File: config.mk
export PLATFORM = sky130hd
export DESIGN_NAME = adc_avg_filter_flat
export DESIGN_NICKNAME = d
export VERILOG_FILES = /design/src/rtl/adc_avg_filter_if.sv /design/src/rtl/adc_avg_filter.sv /design/src/flat_wrapper.sv
export SDC_FILE = /design/constraint.sdc
export NUM_CORES = 1
export LEC_CHECK = 0
export ABC_CLOCK_PERIOD_IN_PS = 11400
export CAP_MARGIN = 20
export CORE_ASPECT_RATIO = 1.5
export CORE_MARGIN = 5
export CORE_UTILIZATION = 60
export DETAILED_ROUTE_END_ITERATION = 7
export GPL_TIMING_DRIVEN = 0
export PLACE_DENSITY = 0.79
export SLEW_MARGIN = 0
export SYNTH_ARGS = -nofsm -noshare
export SYNTH_HDL_FRONTEND = slang
export SYNTH_SLANG_ARGS = --single-unit
File: constraint.sdc
create_clock -name clk -period 11.4 [get_ports clk]
set_input_delay 1.71 -clock clk [delete_from_list [all_inputs] [get_ports clk]]
set_output_delay 1.71 -clock clk [all_outputs]
set_load 0.02 [all_outputs]
File: src/rtl/adc_avg_filter_if.sv
// Sample handshake between adc_capture and adc_avg_filter.
// adc_capture drives the master side; the filter is the slave.
interface adc_avg_filter_if;
   logic        adc_ready;
   logic [2:0]  address;
   logic [11:0] d_signal;
   logic        adc_ack;

   modport master (
      output adc_ready,
      output address,
      output d_signal,
      input  adc_ack
   );

   modport slave (
      input  adc_ready,
      input  address,
      input  d_signal,
      output adc_ack
   );
endinterface

File: src/rtl/adc_avg_filter.sv
// Boxcar moving average over the last 2^LOG2_DEPTH samples of one ADC channel.
// Optional spike clamp: define ADC_FILT_SPIKE_EN.
module adc_avg_filter #(
   parameter int          LOG2_DEPTH = 3,
   parameter logic [2:0]  CHANNEL    = 3'b001,
   parameter logic [11:0] SPIKE_LIM  = 12'd256
) (
   input  logic             clk,
   input  logic             rst,
   adc_avg_filter_if.slave  adc,
   input  logic             flush,
   output logic [11:0]      filt_data,
   output logic             filt_valid,
   output logic             primed
);

   localparam int SW    = 12 + LOG2_DEPTH;
   localparam int DEPTH = 1 << LOG2_DEPTH;
   localparam logic [LOG2_DEPTH:0] FULL = {1'b1, {LOG2_DEPTH{1'b0}}};

`ifdef ADC_FILT_SPIKE_EN
   localparam bit SPIKE_EN = 1'b1;
`else
   localparam bit SPIKE_EN = 1'b0;
`endif

   typedef enum logic [2:0] {
      IDLE, ACK, UPDATE, OUTPUT, RELEASE
   } state_t;

   state_t state, state_nxt;

   logic [11:0]           smp, old, clamped;
   logic [11:0]           lo_v, hi_v;
   logic [12:0]           hi_w;
   logic [2:0]            addr;
   logic [11:0]           mem [DEPTH];
   logic [SW-1:0]         sum, sum_nxt;
   logic [LOG2_DEPTH:0]   count, count_nxt;
   logic [LOG2_DEPTH-1:0] wr_ptr;
   logic                  full;

   assign full        = (count == FULL);
   assign adc.adc_ack = (state == ACK);

   always_ff @(posedge clk or negedge rst) begin
      if (!rst) state <= IDLE;
      else      state <= state_nxt;
   end

   always_comb begin
      state_nxt = state;
      unique case (state)
         IDLE:    if (adc.adc_ready) state_nxt = ACK;
         ACK:     state_nxt = (addr == CHANNEL) ? UPDATE : RELEASE;
         UPDATE:  state_nxt = OUTPUT;
         OUTPUT:  state_nxt = RELEASE;
         RELEASE: if (!adc.adc_ready) state_nxt = IDLE;
         default: state_nxt = IDLE;
      endcase
      if (flush) state_nxt = RELEASE;
   end

   // Once the window is full the oldest sample leaves as the new one enters
   always_comb begin
      if (full) begin
         sum_nxt   = sum + SW'(smp) - SW'(old);
         count_nxt = count;
      end else begin
         sum_nxt   = sum + SW'(smp);
         count_nxt = count + (LOG2_DEPTH+1)'(1);
      end
   end

   always_comb begin
      hi_w    = {1'b0, filt_data} + {1'b0, SPIKE_LIM};
      hi_v    = hi_w[12] ? 12'hFFF : hi_w[11:0];
      lo_v    = (filt_data > SPIKE_LIM) ? filt_data - SPIKE_LIM : 12'd0;
      clamped = smp;
      if (smp > hi_v) clamped = hi_v;
      if (smp < lo_v) clamped = lo_v;
   end

   always_ff @(posedge clk or negedge rst) begin
      if (!rst) begin
         smp        <= '0;
         addr       <= '0;
         old        <= '0;
         sum        <= '0;
         count      <= '0;
         wr_ptr     <= '0;
         filt_data  <= '0;
         filt_valid <= 1'b0;
         primed     <= 1'b0;
      end else begin
         filt_valid <= 1'b0;
         if (flush) begin
            sum    <= '0;
            count  <= '0;
            wr_ptr <= '0;
            primed <= 1'b0;
         end else begin
            case (state)
               IDLE: if (adc.adc_ready) begin
                  smp  <= adc.d_signal;
                  addr <= adc.address;
               end
               ACK: begin
                  old <= mem[wr_ptr];
                  if (SPIKE_EN && primed) smp <= clamped;
               end
               UPDATE: begin
                  sum    <= sum_nxt;
                  count  <= count_nxt;
                  wr_ptr <= wr_ptr + LOG2_DEPTH'(1);
                  primed <= (count_nxt == FULL);
                  // Registered here so data and valid line up in OUTPUT
                  if (count_nxt == FULL) begin
                     filt_data  <= sum_nxt[SW-1:LOG2_DEPTH];
                     filt_valid <= 1'b1;
                  end
               end
               default: ;
            endcase
         end
      end
   end

   always_ff @(posedge clk) begin
      if (state == UPDATE && !flush) mem[wr_ptr] <= smp;
   end

endmodule

File: src/flat_wrapper.sv
// flat-port wrapper written by rule: the top's interface ports become plain ports
module adc_avg_filter_flat 
#(
   parameter int          LOG2_DEPTH = 3,
   parameter logic [2:0]  CHANNEL    = 3'b001,
   parameter logic [11:0] SPIKE_LIM  = 12'd256
)
  (clk, rst, flush, filt_data, filt_valid, primed, adc_adc_ready, adc_address, adc_d_signal, adc_adc_ack);
  adc_avg_filter_if adc_i ();
  input  logic clk;
  input  logic rst;
  input  logic flush;
  output logic [11:0] filt_data;
  output logic filt_valid;
  output logic primed;
  input wire logic [$bits(adc_i.adc_ready)-1:0] adc_adc_ready;
  input wire logic [$bits(adc_i.address)-1:0] adc_address;
  input wire logic [$bits(adc_i.d_signal)-1:0] adc_d_signal;
  output wire logic [$bits(adc_i.adc_ack)-1:0] adc_adc_ack;
  assign adc_i.adc_ready = adc_adc_ready;
  assign adc_i.address = adc_address;
  assign adc_i.d_signal = adc_d_signal;
  assign adc_adc_ack = adc_i.adc_ack;
  adc_avg_filter #(.LOG2_DEPTH(LOG2_DEPTH), .CHANNEL(CHANNEL), .SPIKE_LIM(SPIKE_LIM)) u_core (.clk(clk), .rst(rst), .adc(adc_i), .flush(flush), .filt_data(filt_data), .filt_valid(filt_valid), .primed(primed));
endmodule
# == Yosys cells after proc, flatten, opt, wreduce, memory -nomap -nowiden ==
# Memories as Yosys holds them, arrays and structs flattened. A register that Yosys moved wholly into a read port is not among the register bits.
# Index checks and enable logic that the tools add are counted.
# classes
n_addsub,4
eq_ne,9
mux,20
bitwise_logic,1
reduce_logical,9
# op_table
operator,n
two-way mux 15 bit,3
two-way mux 3 bit,6
adder 15 x 12 -> 15 bit,1
case mux 3 bit (5 select lines),1
subtractor 15 x 12 -> 15 bit,1
two-way mux 4 bit,3
"== test 4 bit, second input constant",2
two-way mux 1 bit,7
"== test 3 x 1 -> 1 bit, second input constant",2
"== test 3 x 2 -> 1 bit, second input constant",2
"!= test 3 bit, second input constant",2
AND reduction 3 bit,2
"adder 4 x 1 -> 4 bit, second input constant",1
AND reduction 2 bit,2
"adder 3 x 1 -> 3 bit, second input constant",1
"== test 3 bit, second input constant",1
logical NOT 3 bit,1
logical NOT 1 bit,2
nonzero test 2 bit,1
logical AND 1 bit,1
NOT 1 bit,1
# totals
register_bits,54
ramBits,96
input_bits,19
output_inout_bits,15
wordCells,53
n_memories,1
# mem_list
memory,words,word_bits,rd,rd_ports_with_merged_regs,wr,line_no,text
u_core.mem,8,12,1,1,1,adc_avg_filter.sv:37,logic [11:0] mem [DEPTH];

# == Longest topological paths before layout ==
# logic_depth
word_depth,6
depth_mapped,15
ltp_nobuf,15

# == Worst setup path after synthesis ==
# No wires, ideal clock.
# synth_timing
kind,input-to-reg
from,in flush
to,"mem u_core.mem[2][0], enable pin"
setup_time_ns,0.417
arrival_time_ns,3.499
t_required_ns,10.983
setup_slack_ns,7.483
stages,4
n_path_buf,1
cell_sequence,clkbuf_1 -> inv_1 -> nand2_1 -> nor4b_1
# synth_via
elab_chain_cells,4
# synth_rtl
element,line_no,text
start: declaration,flat_wrapper.sv:12,input logic flush;
logical NOT 1 bit,adc_avg_filter.sv:130,if (state == UPDATE && !flush) mem[wr_ptr] <= smp;
logical AND 1 bit,adc_avg_filter.sv:130,
two-way mux 1 bit,adc_avg_filter.sv:130,
two-way mux 1 bit (implied by the code),adc_avg_filter.sv:130,
end: declaration,adc_avg_filter.sv:37,
# Every way passes these cells.

# == Worst setup path after layout ==
# layout_timing
from,reg u_core.smp[0]
to,reg u_core.sum[12]
# layout_via
elab_chain_cells,5
# layout_rtl
element,line_no,text
start: declaration,adc_avg_filter.sv:33,"logic [11:0] smp, old, clamped;"
start signal: assignment,adc_avg_filter.sv:105,smp <= adc.d_signal;
start signal: assignment,adc_avg_filter.sv:110,if (SPIKE_EN && primed) smp <= clamped;
adder 15 x 12 -> 15 bit *,"adc_avg_filter.sv:67, adc_avg_filter.sv:70",
subtractor 15 x 12 -> 15 bit,adc_avg_filter.sv:67,sum_nxt = sum + SW'(smp) - SW'(old);
two-way mux 15 bit *,adc_avg_filter.sv:66,if (full) begin
two-way mux 15 bit *,adc_avg_filter.sv:103,case (state)
two-way mux 15 bit *,adc_avg_filter.sv:97,if (flush) begin
end signal: assignment,adc_avg_filter.sv:113,sum <= sum_nxt;
end: declaration,adc_avg_filter.sv:38,"logic [SW-1:0] sum, sum_nxt;"
# Every way passes the cells marked *; elsewhere a longest branch is shown, timed or not. The select of a mux whose other input is x is not followed.
# A chain may end at the register's enable or synchronous reset.

==> flow_summary.json <==
{
  "status": "finished clean",
  "overflow": 0,
  "drt_iter0_drc": 484,
  "syn_area_mm2": 0.00774,
  "ir_drop_mv": 0.126,
  "worstPathArrival_ns": 4.66,
  "synthFlopType": "edfxtp_1",
  "fin_nets": 752,
  "wirelength_um": 19100,
  "grt_usage_pct": 26.5,
  "leakagePower_uw": 0.00337,
  "critical_path_class": "flop to flop",
  "cts_max_path_buffers": 2,
  "post-dp-hpwl_um": 13700,
  "skew_ns": 0.00922,
  "dr.pass1.iters": 5,
  "synth-seq-area-share_pct": 58.6,
  "finalSetupViolCount": 0,
  "required_ns": 11.71,
  "setup-tns-final_ns": 0,
  "stdcell_count": 872,
  "period_needed_ns": 4.34,
  "wl_per_cell_um": 21.9,
  "postCtsSetupBuffers": 0,
  "ctsResizeCount": 0,
  "synth.distinct_cells": 65,
  "vias": 5578,
  "relSlewSlack_pct": 41.4,
  "rows": 50,
  "grt_setup_unrepaired": "no",
  "power_uw": 1500,
  "cp_max_fo": 10,
  "port_buffers": 32,
  "cts.clk_slew.worst_paths_ns": 0.07,
  "grt_max_degree": 67,
  "avgSynthCellArea_um2": 12.0,
  "layout-drive-gt1-share_pct": 12.4,
  "clock_sinks": 162,
  "hold_depth": 2,
  "crit_family": "compound AO/OA/AOI/OAI gates",
  "path_buf_inv": 0,
  "syn_inst": 643,
  "dieArea_mm2": 0.0153,
  "io_pins": 34,
  "maxCapViolCount": 0,
  "grt_pass1_wl_um": 30200,
  "cts-hold-fix-buffers": 0,
  "hp-class": "flop to flop",
  "synth_edf_count": 96,
  "tightest_slew_ns": 0.871,
  "yosys_warnings": 0,
  "path_depth": 15,
  "area_growth_pct": 15.7,
  "cts-root-buf": "clkbuf_16",
  "first_global_vias": 5864,
  "critPathSlowestCell": "dfrtp_1",
  "min_period_over_period_pct": 38.1,
  "gp_congestion": 0.877,
  "insertion_delay_ns": 0.43,
  "drc": 0,
  "hold_viol_final": 0,
  "fp.dieW_um": 103,
  "cp_common_cell": "a21oi_1",
  "finalMaxSlewViolations": 0,
  "end_kind": "flop",
  "post-place-cells": 838,
  "power.density_mw_per_mm2": 168,
  "viasPerCell": 6.40,
  "syn-num-nets": 692,
  "fmax_ghz": 0.230,
  "ant_nets": 0,
  "dieHeight_um": 149,
  "r2r_cells": 15,
  "async_flop_share_pct": 40.7,
  "htreeDepth": 4,
  "cp-start-kind": "flop",
  "place_ws_ns": 7.09,
  "cts_buffers": 17,
  "antenna_found_initial": 0,
  "cts_tree": "done",
  "cp_slowest_stage_delay_ns": 0.53,
  "yosys_register_bits": 162,
  "setup_slack_ns": 7.06,
  "num_antenna_cells": 0,
  "worstPathCellList": "ha_1 -> fa_1 -> a211oi_2 -> o21bai_2 -> a21oi_1 -> o21bai_1 -> a21oi_1 -> xnor2_1 -> ha_1 -> and2_1 -> o211ai_2 -> a21oi_1 -> o21ai_0 -> a21oi_2 -> mux2_1",
  "core_mm2": 0.0126,
  "start_util_pct": 61.6
}
Yosys cell counts, types with 6 or more instances:
cell type / number / area, um^2
a22oi_1: 6 / 45.0
o22ai_1: 7 / 43.8
nand2b_1: 8 / 50.1
nor3_1: 8 / 40.0
a21o_1: 6 / 45.0
clkbuf_1: 21 / 78.8
mux2_2: 15 / 169
dfrtp_1: 66 / 1650
a221oi_1: 6 / 52.6
nor2_1: 55 / 206
nand2_1: 49 / 184
nand3_1: 11 / 55.1
o211ai_1: 6 / 45.0
inv_1: 20 / 75.1
mux2i_1: 28 / 280
ha_1: 28 / 350
xnor2_1: 14 / 123
edfxtp_1: 96 / 2880
a21oi_1: 51 / 255
a211oi_1: 16 / 120
o21ai_0: 34 / 170
xor2_1: 8 / 70.1
kinds of logic (layout without fill, tap and decap cells):
logic type	count (synthesis)	in the layout	share of synthesized area (%)
muxes	47	47	6.72
DFF	162	162	58.6
AOI/OAI and AO/OA	176	176	15.3
adders and majority gates	30	30	5.04
xor gates and xnor gates	22	22	2.49
and+or+nand+nor	157	157	9.36
buffers and inverters	49	122	2.46
report_power, final:
group | internal, uW | switching [uW]
Sequential | 671 | 46.3
Combinational | 101 | 143
Clock | 290 | 252
layout make-up:
class	instances	area, um^2
timing repair buffer	41	415
sequential	162	4530
tap	156	195
inverter	20	75.1
clock buffer	18	429
clock inverter	14	144
fill	837	3620
buffer	29	115
multi-input combinational	432	3050
routing by layer:
layer  routed length (um)  GRT usage, %
met1                 6740          29.6
met2                10100          46.5
met3                 1180          5.24
met4                 1080          14.7
met5                    0             0
worst reg2reg max path: stages (launching register included):
cell      delay (ns)
dfrtp_1         0.53
ha_1            0.32
fa_1            0.45
a211oi_2        0.28
o21bai_2        0.14
a21oi_1         0.25
o21bai_1        0.11
a21oi_1         0.25
xnor2_1         0.10
ha_1            0.37
and2_1          0.16
o211ai_2        0.12
a21oi_1         0.42
o21ai_0         0.22
a21oi_2         0.17
mux2_1          0.33
flip-flops by register name (all words and copies together) (netlist names), 4 cells and up:
| signal | count |
|---|---|
| u_core.mem | 96 |
| u_core.sum | 15 |
| u_core.filt_data | 12 |
| u_core.old | 12 |
| u_core.smp | 12 |
| u_core.count | 4 |
cell usage in the layout, fill, tap and decap left out, drive strengths merged, types with 7 or more instances in the layout:
master / n
a211oi: 18
a21oi: 53
a22oi: 8
buf: 17
clkbuf: 40
clkdlybuf4s50: 31
dfrtp: 66
edfxtp: 96
ha: 28
inv: 26
mux2: 17
mux2i: 28
nand2: 50
nand2b: 8
nand3: 11
nor2: 55
nor3: 8
o211ai: 8
o21ai: 38
o22ai: 7
xnor2: 14
xor2: 8
path summary, 6_finish.rpt:
kind	slack, ns	end	from
worst min register to register	0.49	u_core.filt_data[4]$_DFFE_PN0P_	u_core.filt_data[4]$_DFFE_PN0P_
min in group asynchronous	1.38	u_core.filt_valid$_DFF_PN0_	rst
worst max-delay path	7.06	u_core.sum[12]$_DFFE_PN0P_	u_core.smp[0]$_DFFE_PN0P_
worst max register to register	7.06	u_core.sum[12]$_DFFE_PN0P_	u_core.smp[0]$_DFFE_PN0P_
worst min-delay path	0.49	u_core.filt_data[4]$_DFFE_PN0P_	u_core.filt_data[4]$_DFFE_PN0P_
max in group asynchronous	9.45	u_core.smp[10]$_DFFE_PN0P_	rst
per-stage QoR:
step | area [um^2] | hold WS, ns | util, %
floorplan | 7740 | 0.471 | -
global placement | 8260 | 0.470 | 65.7
detailed placement | 8360 | 0.475 | 66.5
CTS | 8940 | 0.494 | 71.1
global route | 8960 | 0.534 | 71.2
finish | 8960 | 0.491 | 71.2
(Power assumes the default switching activity.)
